[config.mk]
export PLATFORM = sky130hd
export DESIGN_NAME = imm_gen
export DESIGN_NICKNAME = d
export VERILOG_FILES = /design/src/rtl/misc_v_pkg.sv /design/src/rtl/imm_decode.sv /design/src/rtl/imm_gen.sv
export SDC_FILE = /design/constraint.sdc
export NUM_CORES = 1
export LEC_CHECK = 0
export ABC_CLOCK_PERIOD_IN_PS = 2500
export BUFFER_PORTS_ARGS = -buffer_cell sky130_fd_sc_hd__buf_2
export CAP_MARGIN = 30
export CORE_UTILIZATION = 53
export CTS_BUF_LIST = sky130_fd_sc_hd__clkbuf_4 sky130_fd_sc_hd__clkbuf_8
export CTS_CLUSTER_DIAMETER = 50
export CTS_CLUSTER_SIZE = 25
export DETAILED_ROUTE_END_ITERATION = 10
export PLACE_DENSITY = 0.95
export SETUP_SLACK_MARGIN = 0.4
export SLEW_MARGIN = 20
export SYNTH_ARGS = -nofsm -noshare
export SYNTH_HDL_FRONTEND = slang
export SYNTH_HIERARCHICAL = 1
export SYNTH_SLANG_ARGS = --single-unit
[constraint.sdc]
create_clock -name clk -period 2.5 [get_ports clk]
set_clock_uncertainty 0.05 [all_clocks]
set_input_delay 0.125 -clock clk [delete_from_list [all_inputs] [get_ports clk]]
set_output_delay 0.125 -clock clk [all_outputs]
set_load 0.02 [all_outputs]
[src/rtl/misc_v_pkg.sv]
// misc_v_pkg: shared ISA constants for the MISC-V 16-bit core.
//   - opcode encodings (instruction[2:0])
//   - imm_type_e: immediate format code seen by decode consumers
//   - immediate field widths per format
package misc_v_pkg;

    localparam logic [2:0] OP_NONE = 3'b000;
    localparam logic [2:0] OP_I    = 3'b001;
    localparam logic [2:0] OP_M0   = 3'b010;
    localparam logic [2:0] OP_M1   = 3'b011;
    localparam logic [2:0] OP_Y0   = 3'b100;
    localparam logic [2:0] OP_Y1   = 3'b101;
    localparam logic [2:0] OP_J0   = 3'b110;
    localparam logic [2:0] OP_J1   = 3'b111;

    typedef enum logic [2:0] {
        IMM_NONE = 3'd0,
        IMM_I    = 3'd1,
        IMM_M    = 3'd2,
        IMM_Y    = 3'd3,
        IMM_J    = 3'd4
    } imm_type_e;

    // Field widths, sign bit included (Y and J include the implicit zero LSB).
    localparam int IMM_I_W = 6;
    localparam int IMM_M_W = 8;
    localparam int IMM_Y_W = 9;
    localparam int IMM_J_W = 11;

endpackage

[src/rtl/imm_decode.sv]
// imm_decode: purely combinational immediate decoder.
// Ports:
//   instruction - input  16 - raw instruction word
//   imm_type    - output  3 - format code (imm_type_e)
//   immediate   - output 16 - sign-extended immediate
// Shared with the disassembler and trace checker, so it holds no state.
module imm_decode
    import misc_v_pkg::*;
(
    input  logic [15:0] instruction,
    output logic [2:0]  imm_type,
    output logic [15:0] immediate
);

    logic [IMM_I_W-1:0] fld_i;
    logic [IMM_M_W-1:0] fld_m;
    logic [IMM_Y_W-1:0] fld_y;
    logic [IMM_J_W-1:0] fld_j;

    // Fields are scattered so that bit 3 is shared across I/M/Y and the
    // sign always comes from as high a bit as the format allows.
    assign fld_i = {instruction[13], instruction[3], instruction[12:9]};
    assign fld_m = {instruction[15], instruction[3], instruction[14:9]};
    assign fld_y = {instruction[15:10], instruction[4:3], 1'b0};
    assign fld_j = {instruction[15:6], 1'b0};

    always_comb begin
        imm_type  = IMM_NONE;
        immediate = 16'h0000;
        unique case (instruction[2:0])
            OP_NONE: begin
                imm_type  = IMM_NONE;
                immediate = 16'h0000;
            end
            OP_I: begin
                imm_type  = IMM_I;
                immediate = {{(16-IMM_I_W){fld_i[IMM_I_W-1]}}, fld_i};
            end
            OP_M0, OP_M1: begin
                imm_type  = IMM_M;
                immediate = {{(16-IMM_M_W){fld_m[IMM_M_W-1]}}, fld_m};
            end
            OP_Y0, OP_Y1: begin
                imm_type  = IMM_Y;
                immediate = {{(16-IMM_Y_W){fld_y[IMM_Y_W-1]}}, fld_y};
            end
            OP_J0, OP_J1: begin
                imm_type  = IMM_J;
                immediate = {{(16-IMM_J_W){fld_j[IMM_J_W-1]}}, fld_j};
            end
            default: begin
                imm_type  = IMM_NONE;
                immediate = 16'h0000;
            end
        endcase
    end

endmodule

[src/rtl/imm_gen.sv]
// imm_gen: registered immediate generator for the decode stage.
// Ports:
//   clk         - input   1 - clock, rising edge
//   reset       - input   1 - synchronous, active-high
//   instr_valid - input   1 - instruction meaningful this cycle
//   instruction - input  16 - raw instruction word
//   immediate   - output 16 - registered sign-extended immediate
//   imm_type    - output  3 - registered format code (imm_type_e)
//   imm_valid   - output  1 - registered copy of instr_valid
// One cycle of latency, one instruction per cycle, no stall.
module imm_gen
    import misc_v_pkg::*;
(
    input  logic        clk,
    input  logic        reset,
    input  logic        instr_valid,
    input  logic [15:0] instruction,
    output logic [15:0] immediate,
    output logic [2:0]  imm_type,
    output logic        imm_valid
);

    logic [2:0]  dec_type;
    logic [15:0] dec_imm;

    logic [15:0] immediate_d, immediate_q;
    logic [2:0]  imm_type_d,  imm_type_q;
    logic        imm_valid_d, imm_valid_q;

    imm_decode u_imm_decode (
        .instruction (instruction),
        .imm_type    (dec_type),
        .immediate   (dec_imm)
    );

    // Decode is loaded even when instr_valid is low; consumers qualify
    // with imm_valid, and skipping the enable keeps the register simple.
    always_comb begin
        immediate_d = dec_imm;
        imm_type_d  = dec_type;
        imm_valid_d = instr_valid;
    end

    always_ff @(posedge clk) begin
        if (reset) begin
            immediate_q <= 16'h0000;
            imm_type_q  <= IMM_NONE;
            imm_valid_q <= 1'b0;
        end else begin
            immediate_q <= immediate_d;
            imm_type_q  <= imm_type_d;
            imm_valid_q <= imm_valid_d;
        end
    end

    assign immediate = immediate_q;
    assign imm_type  = imm_type_q;
    assign imm_valid = imm_valid_q;

endmodule

* After elaboration in Yosys (flattened, before gate mapping)
Cells that the tools add are included.
** Storage, ports and cells
- Bits in registers :: 20
- Output and inout port bits :: 20
** Operators by class
- Equal/unequal tests :: 7
- Muxes and demuxes :: 2
- Reduce and logical (&&, ||, !) cells :: 4
** Operator list (number)
- $pmux W16 S5 :: 1
- $pmux W3 S5 :: 1
- $eq A3 B3 Y1 const B :: 4
- $eq A3 B2 Y1 const B :: 2
- $reduce_or A2 Y1 :: 3
- $eq A3 B1 Y1 const B :: 1
- $logic_not A3 Y1 :: 1

* Depth between registers and ports, before layout
Gate-level depths: netlist of run 1.
- Word-level depth :: 3
- Gate-level depth with buffers :: 7

* Hierarchy
Netlist of run 1, hierarchy kept.
** By module, submodules not included
- imm_gen :: instances 1, cells an instance 42, area an instance 618.1 um2, sequential area each 400.4 um2
- imm_decode :: instances 1, cells an instance 40, area an instance 324.1 um2, sequential area each 0.0 um2

* Least setup slack after synthesis of run 1
OpenSTA, ideal clock, no wires.
- Kind :: in2reg
- Start :: input instruction[1]
- End :: register immediate_q[12] (netlist: immediate[12])
- Library setup time :: 0.115 ns
- Arrival time :: 1.099 ns
- Required time :: 2.335 ns
- Path slack :: 1.236 ns
- Cell stages on the path :: 7
- Cells stage by stage :: inv_1 > ha_1 > buf_6 > o31ai_1 > nand2_1 > buf_4 > nor2b_2
** Between the ends
- Word-level cells in the longest chain between the ends :: 3
- Elaborated cells between the ends (all ways) :: 12
** RTL lines
- start: declaration :: line imm_gen.sv:17 : input logic [15:0] instruction,
- $eq A3 B3 Y1 / $eq A3 B2 Y1 (equally long branches) :: line imm_decode.sv:30 : unique case (instruction[2:0])
- $reduce_or A2 Y1 :: line imm_decode.sv:30
- $pmux W16 S5 * :: line imm_decode.sv:30
- via dec_imm[12] :: line imm_gen.sv:24 : logic [15:0] dec_imm;
- end signal: assignment :: line imm_gen.sv:50 : immediate_q <= immediate_d;
- end: declaration :: line imm_gen.sv:26 : logic [15:0] immediate_d, immediate_q;
Mark *: on every way through the listed nets, which the timed path passes. The rest lies on a longest branch.
A chain may end at the register's enable or synchronous reset.

* Worst setup path after layout of run 1
- Start :: input instruction[1]
- End :: register immediate_q[1] (netlist: immediate[1])
The elaborated chain is that of the path after synthesis.

==> impl_metrics.tcl, run 1 <==
set metrics [dict create \
    final_nets 138 \
    ant_nets 0 \
    period_minus_slack_ns 1.21 \
    root_buffer "clkbuf_4" \
    ios 39 \
    grt_pass1_wl_um 2630 \
    clock.fmax_mhz 823 \
    antenna_found_initial 0 \
    dp_hpwl_um 1190 \
    path_max_fanout 10 \
    avgSynthCellArea_um2 11.5 \
    port_buffers 37 \
    crit_type "input pin to flop" \
    wl_per_cell_um 12.5 \
    fin_util_pct 70.8 \
    synth.distinct_cells 19 \
    start_util_pct 59.8 \
    tightest_slew_ns 0.596 \
    path_cells "buf_2, inv_1, ha_1, a222oi_1, a21bo_1, nor2b_2" \
    dr.first_iter.drc_count 47 \
    cts.sinks 20 \
    final_layout_size_suffix_gt1_share_pct 55.3 \
    fillCellCount 124 \
    cp_slowest_cell "a222oi_1" \
    die-area_mm2 0.00195 \
    grt_busiest_layer "met2" \
    crit_required_ns 2.65 \
    die_w_um 44.2 \
    die_height_um 44.2 \
    regArea_um2 400 \
    cap_violations 0 \
    syn-cell-area_um2 942 \
    hold_viol 0 \
    vias 681 \
    clockBufferDepth 2 \
    globalplace.congestion 0.781 \
    multi_input_comb_area_um2 437 \
    row_count 14 \
    arrival_ns 1.36 \
    post_cts_buffers 0 \
    clkTransAtPathRegs_ns 0.12 \
    final_common_cell "buf_2" \
    grt_max_degree 21 \
    viasPerCell 5.24 \
    routed_wl_um 1630 \
    irDropWorstVdd_v 0.000343 \
    leakage_nw 0.578 \
    grt_pass1_vias 639 \
    cts_max_level 1 \
    mostFrequentLayoutCells "37 x buf_2, 20 x dfxtp_1, 16 x nor2b_2" \
    ys_warn_count 6 \
    use_met2_pct 31.5 \
    finalSetupViolCount 0 \
    dr.pass1.iters 6 \
    p_per_area_mw_per_mm2 670 \
    cts_buffers 3 \
    slew_headroom_pct 60.2 \
    use_met1_pct 21.2 \
    holdCritPathClass "input pin to flop" \
    drc 0 \
    seq_area_frac_synth_pct 42.5 \
    grt_overflow 0 \
    use_met3_pct 3.67 \
    rsz0062_at_grt "false" \
    track_usage_pct 18.5 \
    outcome "completed" \
    tritoncts "done" \
    syn2layout_area_growth_pct 18.5 \
    synth_nets 105 \
    diodes 0 \
    start_kind "input pin" \
    critPathMaxStageDelay_ns 0.36 \
    end_kind "flop" \
    slew_viol_final 0 \
    fin_crit_sh_pct 48.6 \
    syn_inst 82 \
    ys_ff_latch 20 \
    core_mm2 0.00158 \
    tns_ns 0 \
]
-- cells by family after synthesis --
family,synth area share (%)
compound gates,13.7
fa+ha+maj,5.31
buf+inv,11.2
flops,42.5
simple gates,27.4
-- area by class of cell --
cell class	count	area share, %
clock buffer	3	2.02
multi-input combinational	49	39.1
inverter	3	1.01
clock inverter	1	2.69
timing repair buffer	38	17.5
sequential	20	35.9
tap	16	1.79
-- synth_stat cells, drive strengths merged --
cell | number | area [um^2]
a221o | 1 | 10.0
a21bo | 3 | 30.0
a222oi | 6 | 60.1
or2 | 1 | 6.26
nor2b | 20 | 195
buf | 10 | 93.8
o21a | 1 | 7.51
o21ai | 1 | 5.00
inv | 3 | 11.3
nand3 | 2 | 10.0
nand4bb | 1 | 11.3
o31ai | 1 | 7.51
a22o | 1 | 8.76
nor3b | 1 | 12.5
ha | 4 | 50.1
nand2 | 6 | 22.5
dfxtp | 20 | 400
-- power by group --
| part | switching [mW] | internal (mW) |
|---|---|---|
| combinational | 0.0738 | 0.0649 |
| sequential | 0.00418 | 0.339 |
| clock | 0.104 | 0.162 |
| total | 0.182 | 0.566 |
-- path summary, 6_finish.rpt --
path | start | end | slack, ns | depth (start not counted)
worst max-delay path | instruction[1] | immediate[1] | 1.29 | 6
worst min-delay path | instruction[9] | immediate[0] | 0.08 | 3
-- metrics by stage --
stage	hold WS (ns)	area (um^2)	setup slack, ns	power [mW]	instances
after floorplan	0.204	942	1.24	0.458	82
after global placement	0.285	1050	1.02	0.484	125
after detailed placement	0.296	1050	0.972	0.488	125
after CTS	0.0843	1120	1.30	0.753	130
after global routing	0.0927	1120	1.18	0.780	130
final	0.0828	1120	1.29	0.748	130
-- timing repair --
action | 4_1_cts | 5_1_grt
hold endpoints to repair | 1 | 0
resized for setup | 0 | 0
hold buffers | 1 | 0
-- critical path: cells and delay by family --
family	cells	cell delay [ns]
AO/OA/AOI/OAI	2	0.60
adder cells (fa/ha/maj)	1	0.31
buffers and inverters	2	0.19
AND/OR/NAND/NOR	1	0.13
-- flip-flops by register name, summed over array words and instances, names as in the netlist --
| signal | count |
|---|---|
| imm_type | 3 |
| imm_valid | 1 |
| immediate | 16 |
-- per-layer routing --
metal  wire length, um  up-vias
li1                  -      341
met1               688      303
met2               812       35
met3               113        2
met4                12        0
met5                 0        -
(Power assumes the default switching activity.)
==> run 2: changes to the inputs <==
- ABC_AREA: default -> 1
- ABC_CLOCK_PERIOD_IN_PS: 2500 -> 1200
- CORE_UTILIZATION: 53 -> 49
- PLACE_DENSITY: 0.95 -> 0.91
- clock period: 2.5 -> 1.2 ns (I/O delays scaled with it)
==> run 2 against run 1 <==
First-iteration DRC count down 68%. Worst setup slack worse by 0.97 ns. Cell count is 54% higher. Non-clock buffer count is 1 higher. Global-route usage increased by 2.6 points. Utilization up 7.9 points. Routed wire length up 31%. Hold slack lost 0.035 ns. Sequential cell count stayed put. Count of clock-buffer cells in the layout grew 1. Combinational power rose to 2.8 times the previous value. Cell area up 26%. Critical path type is now flop to primary output. Largest power group unchanged.
==> impl_metrics.tcl, run 2 <==
set metrics [dict create \
    root_buffer "clkbuf_4" \
    final_layout_size_suffix_gt1_share_pct 44.0 \
    postSynth.asyncResetShare_pct 0 \
    tightest_slew_ns 0.328 \
    synth.distinct_cells 15 \
    largest_reg_flops 16 \
    cts_max_level 1 \
    start_util_pct 54.1 \
    clockBufferDepth 2 \
    grt_pass1_vias 755 \
    syn-cell-area_um2 965 \
    port_buffers 37 \
    grt_overflow 0 \
    drc 0 \
    track_usage_pct 21.1 \
    yosys-top-cells-count "39 x nand2_1, 31 x inv_1, 21 x nor2_1" \
    finalSetupViolCount 0 \
    start_kind "flop" \
    outcome "completed" \
    rsz0062_at_grt "true" \
    final_common_cell "nand2_1" \
    row_count 15 \
    seq_area_frac_synth_pct 41.5 \
    hold_ws_ns 0.0475 \
    synthDominantCellAreaShare_pct 41.5 \
    tns_ns 0 \
    syn_inst 142 \
    globalplace.congestion 0.791 \
    viasPerCell 4.41 \
    final_nets 199 \
    crit_required_ns 1.09 \
    place_ws_ns 0.0603 \
    yosys.area.top_type "dfxtp_1" \
    cap_violations 0 \
    synth.most_common_cell "nand2_1" \
    setup_ws_ns 0.315 \
    dr.first_iter.drc_count 15 \
    mostFrequentLayoutCells "38 x nand2_1, 25 x inv_1, 21 x nor2_1, 21 x buf_6, 20 x dfxtp_2" \
    tritoncts "done" \
    syn2layout_area_growth_pct 45.4 \
    antenna_found_initial 0 \
    fin_crit_sh_pct 73.8 \
    clkTransAtPathRegs_ns 0.12 \
    yosys-top-cells-area "dfxtp_1 42%, nand2_1 15%, inv_1 12%, nor2_1 8.2%, ha_1 5.2%" \
    wl_per_cell_um 10.6 \
    routed_wl_um 2130 \
    avgSynthCellArea_um2 6.79 \
    ys_warn_count 6 \
    path_max_fanout 1 \
    ys_ff_latch 20 \
    die_height_um 46.4 \
    arrival_ns 0.78 \
    slew_viol_final 0 \
    synth_edf_count 0 \
    vias 882 \
    core_mm2 0.00178 \
    grt_pass1_wl_um 3260 \
    dr.pass1.iters 3 \
    path_cells "buf_6" \
    synth_ff_type "dfxtp_1" \
    cts.sinks 20 \
    irDropWorstVdd_v 0.000586 \
    dp_hpwl_um 1330 \
    end_kind "primary output" \
    cp_slowest_cell "dfxtp_2" \
    cts_buffers 3 \
    holdCritPathClass "input pin to flop" \
    leakage_nw 0.758 \
    hold_viol 0 \
    die-area_mm2 0.00215 \
    crit_type "flop to primary output" \
    ios 39 \
    slew_headroom_pct 78.1 \
    grt_max_degree 21 \
    p_per_area_mw_per_mm2 1070 \
    hold_start "instruction[3]" \
    synth_nets 165 \
    crit_family "flip-flops" \
    path_buf_inv 1 \
    clock.fmax_mhz 1130 \
    diodes 0 \
    critPathMaxStageDelay_ns 0.36 \
    crit_start "immediate[1]" \
    ant_nets 0 \
    die_w_um 46.4 \
    period_minus_slack_ns 0.885 \
]
==> run 2: changes by cell type after synthesis, moves of 4 or more <==
cell,delta
nand2_1,+33
inv_1,+28
nor2_1,+21
nor2b_2,-16
nand3_1,+7
a222oi_1,-6
nor2b_4,-4
==> run 2: cell type report <==
class | instances | area (um^2)
fillers | 121 | 380
well taps | 25 | 31.3
inverters | 32 | 138
multi-input cells | 80 | 438
repair buffers | 39 | 334
flip-flops and latches | 20 | 425
clock buffers | 4 | 36.3
==> run 2: kinds of logic (layout without fill, tap and decap cells) <==
group | count (synthesis) | count (layout) | share of synthesized area [%]
buffers and inverters | 42 | 75 | 20.2
adder cells (fa/ha/maj) | 4 | 4 | 5.19
AO/OA/AOI/OAI | 1 | 1 | 0.518
flip-flops | 20 | 20 | 41.5
AND/OR/NAND/NOR | 75 | 75 | 32.6
==> run 2: metrics by stage <==
step                      utilization, %  instances  total power, mW  instance area (um^2)
final                               78.7        200             1.51                  1400
after detailed placement            66.9        194             1.05                  1190
after global placement              66.9        194             1.04                  1190
after global routing                78.7        200             1.59                  1400
after floorplan                        -        142            0.984                  1090
after CTS                           77.9        199             1.48                  1390
==> run 2: worst paths after layout <==
| check | slack (ns) | to | cells past startpoint |
|---|---|---|---|
| setup / recovery | 0.31 | immediate[1] | 1 |
| hold / removal | 0.05 | immediate[4] | 5 |
==> run 2: metal layers <==
layer  routed length [um]  global-route usage [%]  part of all wire (%)
met5                    0                       0                     0
met4                   19                    7.06                  0.89
met3                   86                    2.35                   4.0
met2                 1110                    36.7                    52
met1                  913                    26.5                    43
==> run 2: report_power, final <==
| group | internal, mW | switching [mW] |
|---|---|---|
| Sequential | 0.717 | 0.0212 |
| Clock | 0.185 | 0.196 |
| Combinational | 0.174 | 0.212 |
==> run 2: timing repair <==
action	CTS	global route
endpoints found under the hold margin	1	0
hold buffers	1	0
setup buffers	0	1
setup endpoints to repair	26	23
gates cloned	0	0
gates resized for setup	59	4
pin swaps	0	2
